`config.mk`:
```
export PLATFORM = sky130hd
export DESIGN_NAME = hex_display_arbiter
export DESIGN_NICKNAME = d
export VERILOG_FILES = /design/src/rtl/hex_display_pkg.sv /design/src/rtl/hex_decoder.sv /design/src/rtl/hex_display_arbiter.sv
export SDC_FILE = /design/constraint.sdc
export NUM_CORES = 1
export LEC_CHECK = 0
export CORE_MARGIN = 3
export CORE_UTILIZATION = 35
export CTS_CLUSTER_SIZE = 10
export DETAILED_ROUTE_END_ITERATION = 8
export DONT_BUFFER_PORTS = 1
export PLACE_DENSITY = 0.6
export SYNTH_ARGS = -nofsm -noshare
export SYNTH_HDL_FRONTEND = slang
export SYNTH_HIERARCHICAL = 1
export SYNTH_SLANG_ARGS = --single-unit
```
`constraint.sdc`:
```
create_clock -name clk -period 2.5 [get_ports clk]
set_input_delay 0.5 -clock clk [delete_from_list [all_inputs] [get_ports clk]]
set_output_delay 0.5 -clock clk [all_outputs]
set_load 0.02 [all_outputs]
```
`src/rtl/hex_display_pkg.sv`:
```
// hex_display_pkg: shared FSM encoding, blank pattern and client grant encoding
package hex_display_pkg;
    typedef enum logic {IDLE, DECODE} state_t;
    localparam logic [6:0] SEG_BLANK = 7'h7f;
    localparam logic CLIENT_A = 1'b0;
    localparam logic CLIENT_B = 1'b1;
endpackage

```
`src/rtl/hex_decoder.sv`:
```
// hex_decoder: 4-bit value to active-low seven-segment pattern, bit 6 = g
module hex_decoder (
    input  logic [3:0] value,
    output logic [6:0] seg
);
    // lookup of the active-low segment pattern
    always_comb begin
        case (value)
            4'h0: seg = 7'h40;
            4'h1: seg = 7'h79;
            4'h2: seg = 7'h24;
            4'h3: seg = 7'h30;
            4'h4: seg = 7'h19;
            4'h5: seg = 7'h12;
            4'h6: seg = 7'h02;
            4'h7: seg = 7'h78;
            4'h8: seg = 7'h00;
            4'h9: seg = 7'h18;
            4'hA: seg = 7'h08;
            4'hB: seg = 7'h03;
            4'hC: seg = 7'h46;
            4'hD: seg = 7'h21;
            4'hE: seg = 7'h06;
            default: seg = 7'h0E;
        endcase
    end
endmodule

```
`src/rtl/hex_display_arbiter.sv`:
```
// hex_display_arbiter: two-client writer into a bank of blinking seven-segment digits
module hex_display_arbiter
    import hex_display_pkg::*;
#(
    parameter int NUM_DIGITS = 6,
    parameter int BLINK_DIV  = 25000000
) (
    input  logic                    clk,
    input  logic                    reset,
    input  logic                    a_valid,
    output logic                    a_ready,
    input  logic [2:0]              a_idx,
    input  logic [3:0]              a_value,
    input  logic                    a_blank,
    input  logic                    b_valid,
    output logic                    b_ready,
    input  logic [2:0]              b_idx,
    input  logic [3:0]              b_value,
    input  logic                    b_blank,
    input  logic [NUM_DIGITS-1:0]   blink_mask,
    output logic [7*NUM_DIGITS-1:0] hex_out,
    output logic                    busy,
    output logic                    idx_err
);
    localparam int CW = (BLINK_DIV > 2) ? $clog2(BLINK_DIV) : 1;

    state_t         state, state_nx;
    logic           last_grant, grant, xfer;
    logic [2:0]     p_idx;
    logic [3:0]     p_value;
    logic           p_blank;
    logic [6:0]     seg;
    logic [6:0]     digits [NUM_DIGITS];
    logic [CW-1:0]  cnt;
    logic           phase;

    hex_decoder u_dec (.value(p_value), .seg(seg));

    // state register
    always_ff @(posedge clk) begin
        if (reset) state <= IDLE;
        else       state <= state_nx;
    end

    // grant: sole requester wins, a tie or no request favours the client not granted last
    always_comb begin
        grant    = (a_valid ^ b_valid) ? b_valid : ~last_grant;
        xfer     = (state == IDLE) && (grant == CLIENT_A ? a_valid : b_valid);
        state_nx = (state == IDLE && xfer) ? DECODE : IDLE;
    end

    // handshake and status outputs
    always_comb begin
        a_ready = (state == IDLE) && (grant == CLIENT_A);
        b_ready = (state == IDLE) && (grant == CLIENT_B);
        busy    = (state == DECODE);
    end

    // capture the accepted write for the decode cycle
    always_ff @(posedge clk) begin
        if (xfer) begin
            p_idx   <= grant == CLIENT_A ? a_idx   : b_idx;
            p_value <= grant == CLIENT_A ? a_value : b_value;
            p_blank <= grant == CLIENT_A ? a_blank : b_blank;
        end
    end

    // arbitration history and sticky out-of-range flag
    always_ff @(posedge clk) begin
        if (reset) begin
            last_grant <= CLIENT_B;
            idx_err    <= 1'b0;
        end else begin
            if (xfer) last_grant <= grant;
            if (state == DECODE && int'(p_idx) >= NUM_DIGITS) idx_err <= 1'b1;
        end
    end

    // digit registers, written only at the end of a decode cycle
    always_ff @(posedge clk) begin
        for (int i = 0; i < NUM_DIGITS; i++) begin
            if (reset) digits[i] <= SEG_BLANK;
            else if (state == DECODE && int'(p_idx) == i) digits[i] <= p_blank ? SEG_BLANK : seg;
        end
    end

    // free-running blink timebase, phase flips each time the counter wraps
    always_ff @(posedge clk) begin
        if (reset) begin
            cnt   <= '0;
            phase <= 1'b0;
        end else if (cnt == CW'(BLINK_DIV - 1)) begin
            cnt   <= '0;
            phase <= ~phase;
        end else begin
            cnt <= cnt + 1'b1;
        end
    end

    genvar g;
    generate
        for (g = 0; g < NUM_DIGITS; g++) begin : g_out
            assign hex_out[7*g +: 7] = (phase && blink_mask[g]) ? SEG_BLANK : digits[g];
        end
    endgenerate
endmodule

```
==> flow_metrics.tcl <==
set metrics [dict create \
    regToRegSetupSlack_ns 0.42 \
    place.port_buffers 0 \
    overflow 0 \
    cap_violations 0 \
    area_growth_pct 9.83 \
    post-route-min-period_ns 2.08 \
    status "finished clean" \
    path_clk_slew_ns 0.09 \
    place_inst 500 \
    diodes 0 \
    endpoint_kind "flip-flop" \
    core.rowCount 37 \
    fp.dieArea_um2 12000 \
    start_kind "flip-flop" \
    hpwl_um 5630 \
    cellPowerDensity_nw_per_um2 622 \
    dr.pass1.iters 4 \
    wl_um 7720 \
    relSlewSlack_pct 48.8 \
    timing.fmax_ghz 0.482 \
    fin_setup_tns_ns 0 \
    multi_input_area_um2 1570 \
    seqCellArea_um2 2080 \
    grt_max_degree 26 \
    die_y_um 110 \
    timing.rr.start "p_value[0]" \
    power.total_uw 2570 \
    synth_area_leader_cell "edfxtp_1" \
    yosys_warnings 6 \
    finalSetupViolations 0 \
    via_count 2589 \
    die_w_um 110 \
    syn_inst 365 \
    ant_nets 0 \
    synth_cell_types 41 \
    hold_class "primary input to flip-flop" \
    htreeDepth 3 \
    netlist.area_leader.share_pct 39.9 \
    whs_ns 0.220 \
    p_leak_uw 0.00121 \
    clock_skew_ns 0.00773 \
    ir_worst_vdd_uv 390 \
    worstPathArrival_ns 2.15 \
    wire_per_inst_um 15.0 \
    syn_area_per_cell_um2 10.3 \
    viasPerCell 5.02 \
    grt_pass1_wl_um 12200 \
    drv_slew 0 \
    fillers 1042 \
    drtIter0Drc 146 \
    slowest_stage "edfxtp_1" \
    tightest_slew_ns 0.763 \
    final.period_utilization_pct 83.0 \
    start_util_pct 36.2 \
    finalNonFillerCells 516 \
    grt_pass1_vias 2371 \
    synth-seq-cells 79 \
    hold_violations 0 \
    final_common_cell "nand2_1" \
    hold_buffers 0 \
    crit_required_ns 2.57 \
    cts_tree "built" \
    cts.sinks 79 \
    globalplace.congestion 0.759 \
    yosys-top-cells-area "edfxtp_1 (40%), dfxtp_1 (15%), nand2b_1 (7.6%), nand2_1 (6.0%), mux2_2 (2.7%)" \
    pre_cts_slack_ns 0.389 \
    endpoint "digits[1][8]" \
    setup_ws_ns 0.425 \
    track_usage_pct 13.2 \
    antenna_found_initial 0 \
    cts_resized 0 \
    worstSetupStartpoint "p_value[0]" \
    drc 0 \
    synth_nets 399 \
    clock_path_buffers 2 \
    pin_count 72 \
    drive_gt1_share_pct 11.1 \
    crit_path_max_incr_delay_ns 0.46 \
    cts_setup_buffers 0 \
    synthesis.area_um2 3770 \
    yosysSeqAreaShare_pct 55.3 \
    critPathKind "flip-flop to flip-flop" \
    worstReg2RegEnd "digits[1][8]" \
    path_cells "inv_1 -> ha_1 -> nand2b_1 -> o21ai_0 -> a32o_1 -> nor2_1 -> nand2_1" \
    clk_latency_ns 0.34 \
    rr_worst_depth 7 \
    core_um2 10400 \
    rsz0062_at_grt "no" \
    nets 409 \
    critPathMaxFanout 7 \
    cts_root_buf "clkbuf_8" \
    layout_common_cells "nand2_1 (60), edfxtp_1 (50), nand2b_1 (46), dfxtp_1 (29), nor2_1 (27)" \
    cts_made_buffers 9 \
]
-- per-layer routing --
| metal | global-route usage, % | wire [um] |
|---|---|---|
| met5 | 0 | 0 |
| met4 | 4.27 | 94 |
| met3 | 4.23 | 580 |
| met2 | 20.0 | 3370 |
| met1 | 18.0 | 3680 |
-- where the power goes --
group | leakage [uW] | switching [uW] | total, uW | internal, uW
clock | 0.0000913 | 500 | 872 | 372
sequential | 0.000602 | 38.1 | 1450 | 1420
combinational | 0.000516 | 157 | 246 | 89.0
total | 0.00121 | 695 | 2570 | 1880
-- cell usage after synthesis --
| library cell | instances |
|---|---|
| nand2_1 | 60 |
| edfxtp_1 | 50 |
| nand2b_1 | 46 |
| dfxtp_1 | 29 |
| nor2_1 | 27 |
| a21oi_1 | 15 |
| o21ai_0 | 14 |
| inv_1 | 11 |
| mux2_2 | 9 |
| o31ai_1 | 9 |
| ha_1 | 8 |
| nand3_1 | 8 |
| xor2_1 | 8 |
| nand4_1 | 7 |
| or4_1 | 7 |
| clkbuf_1 | 6 |
| or3_1 | 6 |
| nor3_1 | 5 |
| and4_1 | 4 |
| buf_2 | 4 |
| nor2b_1 | 4 |
| mux2i_1 | 3 |
| a22o_1 | 2 |
| and3_1 | 2 |
| buf_6 | 2 |
| nor4_1 | 2 |
| o21ai_1 | 2 |
| xnor2_1 | 2 |
| a21oi_2 | 1 |
| a31oi_1 | 1 |
| a32o_1 | 1 |
| and2_1 | 1 |
| buf_4 | 1 |
| nand4_4 | 1 |
| nor2_2 | 1 |
| nor4b_1 | 1 |
| o22ai_1 | 1 |
| o311ai_0 | 1 |
| or3_4 | 1 |
| or3b_1 | 1 |
| or4_4 | 1 |
-- through the flow --
step | instance area, um2 | utilization [%]
4_1_cts | 4140 | 39.7
5_1_grt | 4140 | 39.7
2_1_floorplan | 3770 | -
3_3_place_gp | 3960 | 38.0
3_5_place_dp | 3960 | 38.0
6_report | 4140 | 39.7
-- state kept, by name (all words and copies together) (netlist names) --
register / flops
p_value: 4
cnt: 25
p_blank: 1
phase: 1
idx_err: 1
busy: 1
p_idx: 3
last_grant: 1
digits: 42
-- cell type report --
type                       instances  share of cell area [%]
multi-input combinational        262                    38.0
clock buffer                       9                    2.99
clock inverter                     7                    1.42
timing repair buffer              12                    2.18
sequential                        79                    50.3
tap                              136                    4.11
inverter                          11                   0.998
-- worst max-delay path, delay by kind of cell (launching register included) --
kind | cells | cell delay, ns
compound gates | 2 | 0.31
fa+ha+maj | 1 | 0.32
buf+inv | 1 | 0.12
flops | 1 | 0.46
simple gates | 3 | 0.59
-- kinds of logic (layout without fill, tap and decap cells) --
group	count (synthesis)	in the layout	synth area share [%]
AND/OR/NAND/NOR	185	185	25.8
flip-flops	79	79	55.3
AO/OA/AOI/OAI	47	47	7.44
buffers and inverters	24	39	3.02
multiplexers	12	12	3.49
XOR/XNOR	10	10	2.32
adder cells (fa/ha/maj)	8	8	2.66
-- worst min path at each step --
stage,startpoint,slack (ns),end,depth (start not counted)
floorplan,cnt[0],0.41,cnt[0],1
global placement,cnt[0],0.42,cnt[0],1
detailed placement,cnt[0],0.44,cnt[0],1
CTS,reset,0.21,phase,1
global route,reset,0.20,idx_err,1
finish,reset,0.22,busy,1
Power figures use the tool's default switching activity.
